$ cat src/rtl/fmul_dispatch.sv
// Front end for an external 2-cycle fmul. It registers operands, tracks in-flight ops,
// substitutes IEEE special-case results and buffers products in a credit-guarded FIFO.
module fmul_dispatch #(
  parameter int unsigned DEPTH = 8,
  parameter int unsigned TAGW  = 4
) (
  input  logic            clk,
  input  logic            rstn,
  input  logic            in_valid,
  output logic            in_ready,
  input  logic [31:0]     in_src,
  input  logic [31:0]     in_sink,
  input  logic [TAGW-1:0] in_tag,
  output logic [31:0]     mul_src,
  output logic [31:0]     mul_sink,
  input  logic [31:0]     mul_dest,
  input  logic            mul_ovf,
  input  logic            mul_udf,
  output logic            out_valid,
  input  logic            out_ready,
  output logic [31:0]     out_data,
  output logic [TAGW-1:0] out_tag,
  output logic            out_ovf,
  output logic            out_udf,
  output logic            out_special
);
  localparam int unsigned   PW       = $clog2(DEPTH);
  localparam int unsigned   EW       = TAGW + 35;
  localparam logic [PW:0]   CNT_FULL = (PW+1)'(DEPTH);
  localparam logic [PW+1:0] OCC_LIM  = (PW+2)'(DEPTH);
  localparam logic [31:0]   QNAN     = 32'h7FC0_0000;

  logic accept;

  // Special-operand classification on the incoming pair
  logic        src_maxe, sink_maxe, src_zero, sink_zero, src_nan, sink_nan, sgn;
  logic        cls_ovr;
  logic [31:0] cls_val;

  assign src_maxe  = &in_src[30:23];
  assign sink_maxe = &in_sink[30:23];
  assign src_zero  = ~|in_src[30:23];
  assign sink_zero = ~|in_sink[30:23];
  assign src_nan   = src_maxe  && (in_src[22:0]  != '0);
  assign sink_nan  = sink_maxe && (in_sink[22:0] != '0);
  assign sgn       = in_src[31] ^ in_sink[31];

  always_comb begin
    cls_ovr = 1'b1;
    cls_val = QNAN;
    if (src_nan || sink_nan) begin
      cls_val = QNAN;
    end else if ((src_maxe && sink_zero) || (sink_maxe && src_zero)) begin
      cls_val = QNAN;
    end else if (src_maxe || sink_maxe) begin
      cls_val = {sgn, 8'hFF, 23'd0};
    end else if (src_zero || sink_zero) begin
      cls_val = {sgn, 31'd0};
    end else begin
      cls_ovr = 1'b0;
      cls_val = '0;
    end
  end

  // Tracking pipe mirrors the fmul latency; it never stalls
  logic [2:0]      trk_valid;
  logic [2:0]      trk_ovr;
  logic [TAGW-1:0] trk_tag [3];
  logic [31:0]     trk_val [3];

  always_ff @(posedge clk or negedge rstn) begin
    if (!rstn) begin
      trk_valid <= '0;
      mul_src   <= '0;
      mul_sink  <= '0;
    end else begin
      trk_valid <= {trk_valid[1:0], accept};
      if (accept) begin
        mul_src  <= in_src;
        mul_sink <= in_sink;
      end
    end
  end

  always_ff @(posedge clk) begin
    trk_ovr    <= {trk_ovr[1:0], cls_ovr};
    trk_tag[0] <= in_tag;
    trk_tag[1] <= trk_tag[0];
    trk_tag[2] <= trk_tag[1];
    trk_val[0] <= cls_val;
    trk_val[1] <= trk_val[0];
    trk_val[2] <= trk_val[1];
  end

  // Result FIFO, entry = {special, udf, ovf, tag, data}
  logic [EW-1:0]   mem [DEPTH];
  logic [PW-1:0]   wr_ptr, rd_ptr;
  logic [PW:0]     fifo_count;
  logic [PW+1:0]   occ;
  logic            push, pop;
  logic [EW-1:0]   push_ent, head;

  assign push     = trk_valid[2];
  assign pop      = out_valid && out_ready;
  assign push_ent = trk_ovr[2] ? {1'b1, 2'b00, trk_tag[2], trk_val[2]}
                               : {1'b0, mul_udf, mul_ovf, trk_tag[2], mul_dest};

  always_ff @(posedge clk) begin
    if (push) begin
      mem[wr_ptr] <= push_ent;
    end
  end

  always_ff @(posedge clk or negedge rstn) begin
    if (!rstn) begin
      wr_ptr     <= '0;
      rd_ptr     <= '0;
      fifo_count <= '0;
    end else begin
      if (push) begin
        wr_ptr <= wr_ptr + PW'(1);
      end
      if (pop) begin
        rd_ptr <= rd_ptr + PW'(1);
      end
      case ({push, pop})
        2'b10:   fifo_count <= fifo_count + (PW+1)'(1);
        2'b01:   fifo_count <= fifo_count - (PW+1)'(1);
        default: fifo_count <= fifo_count;
      endcase
    end
  end

  // Credit counts in-flight ops too, so a push can never land on a full FIFO
  assign occ = {1'b0, fifo_count} + (PW+2)'(trk_valid[0]) + (PW+2)'(trk_valid[1])
             + (PW+2)'(trk_valid[2]);
  assign in_ready = occ < OCC_LIM;
  assign accept   = in_valid && in_ready;

  assign out_valid   = fifo_count != '0;
  assign head        = mem[rd_ptr];
  assign out_data    = out_valid ? head[31:0]          : '0;
  assign out_tag     = out_valid ? head[TAGW+31:32]    : '0;
  assign out_ovf     = out_valid ? head[EW-3]          : 1'b0;
  assign out_udf     = out_valid ? head[EW-2]          : 1'b0;
  assign out_special = out_valid ? head[EW-1]          : 1'b0;

  push_never_full: assert property (@(posedge clk) disable iff (!rstn)
    push |-> (fifo_count != CNT_FULL));

endmodule

$ cat config.mk
export PLATFORM = sky130hd
export DESIGN_NAME = fmul_dispatch
export DESIGN_NICKNAME = d
export VERILOG_FILES = /design/src/rtl/fmul_dispatch.sv
export SDC_FILE = /design/constraint.sdc
export NUM_CORES = 1
export LEC_CHECK = 0
export CAP_MARGIN = 20
export CORE_MARGIN = 3
export CORE_UTILIZATION = 59
export CTS_CLUSTER_SIZE = 25
export DETAILED_ROUTE_END_ITERATION = 16
export GPL_ROUTABILITY_DRIVEN = 0
export PLACE_DENSITY = 0.85
export SYNTH_ARGS = -nofsm -noshare
export SYNTH_HDL_FRONTEND = slang
export SYNTH_SLANG_ARGS = --single-unit
$ cat constraint.sdc
create_clock -name clk -period 6.5 [get_ports clk]
set_input_delay 1.3 -clock clk [delete_from_list [all_inputs] [get_ports clk]]
set_output_delay 1.3 -clock clk [all_outputs]
set_load 0.01 [all_outputs]
==> results.txt, run 1 <==
vias in the first global route -> 9254
Slew HR -> 0.263
asr flop ratio synth -> 0.186
Rows -> 59
leakage -> 0.00712 uW
clk_lat worst skew -> 530 ps
Total Power -> 9370 uW
Worst setup SP type -> flop
TritonCTS clock tree -> built
FF+latch area -> 11800 sq um
Congestion Overflow GR -> 0
Fin. Hold Viols -> 0
Post-CTS Hold Fix Bufs -> 0
die height -> 171 um
Antenna Cells -> 0
routed len/inst -> 24.9 um
worst min-delay path category -> reg -> reg
CTS Buf Count -> 41
# H-tree levels -> 2
Final Util -> 0.757
slowest stage delay, CP -> 1010 ps
Post-synth EDFFs -> 312
Period Utilization, post-route -> 0.728
Hold Slack -> 312 ps
Worst path top cell family by delay -> flip-flops
Num Clock Sinks -> 413
post-CTS sizing -> 0
post-synthesis sequential area ratio -> 0.730
number of remaining DRC errors -> 0
multi-input logic area -> 4090 sq um
CTS Root Buffer Type -> clkbuf_16
Worst-path clk slew -> 60 ps
synth warn -> 0
hpwl dp -> 19.6 mm
first-pass GRT wire length -> 53.2 mm
VDD IR max -> 391 uV
Post-DRT Antenna Nets -> 0
Synth Area per Inst -> 20.1 sq um
Initial Util -> 0.610
leading cell type in the layout, fill and taps excluded -> edfxtp_1
DRT Wirelength -> 34.7 mm
Total GRT Usage -> 0.243
initial antenna violation count -> 0
IO buf count -> 210
Setup crit end kind -> output pin
commonest cells after routing, fill and taps aside -> 312 x edfxtp_1, 209 x clkdlybuf4s50_1, 78 x mux4_2, 74 x dfrtp_1, 49 x mux2_4
worst-path cell chain -> buf_4 > mux4_2 > mux2i_1 > nor2_1 > clkdlybuf4s50_1
Die Wd -> 171 um
Critical Path RT -> 5200 ps
Worst Path Arrival -> 3430 ps
flops & latches, synth -> 413
PwrDens -> 468 nW/um^2
Via Count -> 8322
Worst Max-Slew Pin Slew -> 1100 ps
Post-CTS Setup Repair Bufs -> 0
buffers plus inverters on the worst setup path -> 2
fmax -> 0.211 GHz
status -> complete, no violations
Setup Skew -> 11.4 ps
Core Box Area -> 26400 sq um
fillers -> 1462
Pre-antenna DRT Iters -> 7
synth-to-layout area growth -> 24.1%
die area -> 29400 sq um
final critical-path required period -> 4730 ps
vias per std cell -> 5.96
nets -> 1143
max-cap check violation count -> 0
setup TNS -> 0 ps
largest net degree at the start of global routing -> 81
Setup Viol. Count Final -> 0
Synth cell types -> 41
I/O pin cnt -> 211
Final Slew Violations -> 0
crit-path max FO -> 46
CP Class -> reg -> out
Synthesized Nets -> 915
clk buf depth -> 3
RSZ-0062 raised after global routing -> false
cells after synthesis -> 802
CP max stage cell -> dfrtp_4
Synth Flop Type -> edfxtp_1
1st-iter DRT viols -> 632
layout cells sized above 1 -> 0.231
synthesized area -> 16100 sq um
[registers in the layout, summed over array words and instances (netlist names)]
signal and flops:
rd_ptr 3, fifo_count 4, mul_sink 32, trk_valid 3
trk_tag 12, mem 312, trk_ovr 3, mul_src 32
trk_val 9, wr_ptr 3
[through the flow]
step	instances	area [sq um]	setup WS, ps
finish	1396	20000	1770
global route	1396	20000	1500
CTS	1395	20000	1670
detailed placement	1321	18500	2280
global placement	1320	18500	2300
floorplan	802	16100	2770
[kinds of logic after synthesis]
kind of cell               synth area share
DFF                                   0.730
muxes                                 0.193
and+or+nand+nor                      0.0385
buffers and inverters                0.0204
AOI/OAI and AO/OA                   0.00683
xor gates and xnor gates            0.00543
adders and majority gates           0.00590
[layout make-up]
type / count / area share
Sequential cell: 413 / 0.589
Multi-Input combinational cell: 339 / 0.204
Timing Repair Buffer: 225 / 0.112
Clock buffer: 50 / 0.0556
Tap cell: 335 / 0.0209
Clock inverter: 24 / 0.0170
Inverter: 10 / 0.00188
[path summary, 6_finish.rpt]
path | start | endpoint | slack, ps | cells past startpoint
max | rd_ptr[0] | out_data[2] | 1770 | 5
min | trk_val[0][31] | trk_val[0][63] | 310 | 0
max reg2reg | fifo_count[0] | mul_src[31] | 3410 | 6
min reg2reg | trk_val[0][31] | trk_val[0][63] | 310 | 0
max in group asynchronous | rstn | rd_ptr[0] | 4840 | 1
min in group asynchronous | rstn | mul_src[17] | 930 | 1
[synthesized netlist by cell type, types with 5 or more instances]
cell      count  area share
buf_12        6      0.0074
buf_2        14      0.0043
clkbuf_1     15      0.0035
dfrtp_1      77        0.12
dfxtp_1      24       0.030
edfxtp_1    312        0.58
ha_1          6      0.0047
inv_1         9      0.0021
mux2_2       19       0.013
mux2_4       49       0.046
mux2i_1      39       0.024
mux4_2       78        0.11
nand2_1       8      0.0019
nand4_1       6      0.0023
nor2_1       50       0.012
nor2b_1      26       0.010
nor3_1        5      0.0016
nor4_1       10      0.0039
o21ai_0      10      0.0031
or4_1         5      0.0023
xor2_1        7      0.0038
[metal layers]
| metal | vias up | GRT usage | wire, um |
|---|---|---|---|
| met3 | 64 | 0.0600 | 2950 |
| met2 | 413 | 0.413 | 17800 |
| met4 | 0 | 0.0812 | 796 |
| li1 | 3612 | - | - |
| met5 | - | 0 | 0 |
| met1 | 4233 | 0.312 | 13200 |
[worst register-to-register path, delay by kind of cell (launching register included)]
| family | cells | cell delay (ps) |
|---|---|---|
| DFF | 1 | 480 |
| and+or+nand+nor | 1 | 900 |
| adders and majority gates | 2 | 700 |
| muxes | 1 | 450 |
| AOI/OAI and AO/OA | 2 | 440 |
[power by group]
group / internal (uW) / total [uW] / switching [uW]
combinational: 1840 / 3190 / 1350
sequential: 3320 / 3660 / 340
clock: 1540 / 2520 / 980
Power figures use the tool's default switching activity.
==> inputs of run 2 (changes only) <==
--- a/config.mk
+++ b/config.mk
@@ -7,11 +7,11 @@
 export LEC_CHECK = 0
 export CAP_MARGIN = 20
 export CORE_MARGIN = 3
-export CORE_UTILIZATION = 59
+export CORE_UTILIZATION = 50
 export CTS_CLUSTER_SIZE = 25
 export DETAILED_ROUTE_END_ITERATION = 16
 export GPL_ROUTABILITY_DRIVEN = 0
-export PLACE_DENSITY = 0.85
+export PLACE_DENSITY = 0.76
 export SYNTH_ARGS = -nofsm -noshare
 export SYNTH_HDL_FRONTEND = slang
 export SYNTH_SLANG_ARGS = --single-unit
==> constraint.sdc (replaced) <==
create_clock -name clk -period 4 [get_ports clk]
set_input_delay 0.8 -clock clk [delete_from_list [all_inputs] [get_ports clk]]
set_output_delay 0.8 -clock clk [all_outputs]
set_load 0.01 [all_outputs]
==> results.txt, run 2 (synthesized netlist as in run 1, its figures left out) <==
status -> complete, no violations
commonest cells after routing, fill and taps aside -> 312 x edfxtp_1, 209 x clkdlybuf4s50_1, 78 x mux4_2, 74 x dfrtp_1, 49 x mux2_4
vias in the first global route -> 8886
largest net degree at the start of global routing -> 50
Pre-antenna DRT Iters -> 5
Post-DRT Antenna Nets -> 0
IO buf count -> 210
reg-to-reg endpoint -> mul_sink[21]
leading cell type in the layout, fill and taps excluded -> edfxtp_1
Largest Register -> mem
1st-iter DRT viols -> 444
Final Slew Violations -> 0
leakage -> 0.00719 uW
hpwl dp -> 20.7 mm
RSZ-0062 raised after global routing -> false
Antenna Cells -> 0
Placement Setup Slack -> 892 ps
Worst Max-Slew Pin Slew -> 963 ps
Rows -> 65
Setup Skew -> 20.6 ps
CP Class -> reg -> out
nets -> 1156
CP max stage cell -> dfrtp_4
slowest stage delay, CP -> 780 ps
FF-to-FF Start -> fifo_count[0]
DRT Wirelength -> 33.9 mm
worst-path cell chain -> buf_12 > mux4_2 > mux2i_1 > nor2_1 > clkdlybuf4s50_1
Total GRT Usage -> 0.198
PwrDens -> 754 nW/um^2
worst min-delay path category -> in -> async
first-pass GRT wire length -> 51.5 mm
number of flip-flops in the largest register -> 312
number of remaining DRC errors -> 0
Fin. Hold Viols -> 0
CTS Buf Count -> 42
Period Utilization, post-route -> 0.908
vias per std cell -> 5.57
Post-CTS Setup Repair Bufs -> 0
Worst Path Arrival -> 2830 ps
final critical-path required period -> 3630 ps
Hold Slack -> 302 ps
Core Box Area -> 31600 sq um
clk_lat worst skew -> 540 ps
Slew HR -> 0.351
setup ws final -> 367 ps
synth-to-layout area growth -> 25.4%
Worst R2R Path Depth -> 7
Initial Util -> 0.510
Post-CTS Hold Fix Bufs -> 0
largest registers -> mem x312, mul_sink x32, mul_src x32
Setup crit end kind -> output pin
setup TNS -> 0 ps
CTS Root Buffer Type -> clkbuf_16
Final Util -> 0.639
crit-path max FO -> 44
Setup Viol. Count Final -> 0
Die Wd -> 186 um
TritonCTS clock tree -> built
fillers -> 2124
Num Clock Sinks -> 413
clk buf depth -> 3
# H-tree levels -> 2
Congestion Overflow GR -> 0
Critical Path RT -> 3200 ps
max-cap check violation count -> 0
reg-to-reg slack, setup -> 1020 ps
VDD IR max -> 483 uV
post-CTS sizing -> 0
Worst-path clk slew -> 60 ps
die area -> 34400 sq um
Via Count -> 8245
layout cells sized above 1 -> 0.238
Worst setup SP type -> flop
routed len/inst -> 22.9 um
fmax -> 0.275 GHz
initial antenna violation count -> 1
die height -> 186 um
I/O pin cnt -> 211
[run 2: layout make-up]
type	count	area (sq um)	area share
multi-input combinational	339	4090	0.202
inverter	10	37.5	0.00186
tap	402	503	0.0249
clock inverter	20	293	0.0145
timing repair buffer	237	2360	0.117
clock buffer	58	1160	0.0574
sequential	413	11800	0.583
[run 2: layer usage]
layer,global-route usage,share of wire,vias to the layer above
met5,0,0.00035,-
met4,0.0581,0.026,2
met3,0.0580,0.081,57
met2,0.327,0.49,353
met1,0.258,0.41,4193
li1,-,-,3640
[run 2: how the worst max path moves through the flow]
stage | startpoint | end | cells past startpoint
6_report | rd_ptr[1] | out_data[27] | 5
5_1_grt | rd_ptr[0] | out_data[12] | 5
4_1_cts | rd_ptr[0] | out_tag[3] | 5
3_5_place_dp | rd_ptr[0] | out_tag[3] | 5
3_3_place_gp | rd_ptr[0] | out_tag[3] | 5
2_1_floorplan | wr_ptr[2] | mem[0][0] | 2
[run 2: stage by stage]
step           power (uW)  cells  area, sq um
6_report            15200   1479        20200
5_1_grt             16000   1479        20200
4_1_cts             15400   1479        20200
3_5_place_dp        11300   1401        18800
3_3_place_gp        11200   1401        18800
2_1_floorplan        9000    802        16100
[run 2: critical path: cells and delay by family (launching register included)]
family | cells | cell delay [ps]
flip-flops | 1 | 780
buffers and inverters | 2 | 920
multiplexers | 2 | 320
AND/OR/NAND/NOR | 1 | 250
[run 2: report_power, final]
group          leakage [uW]  internal, uW  switching, uW  total (uW)
clock network      0.000710          2490           1580        4070
logic               0.00256          3050           2150        5210
registers           0.00393          5390            577        5970
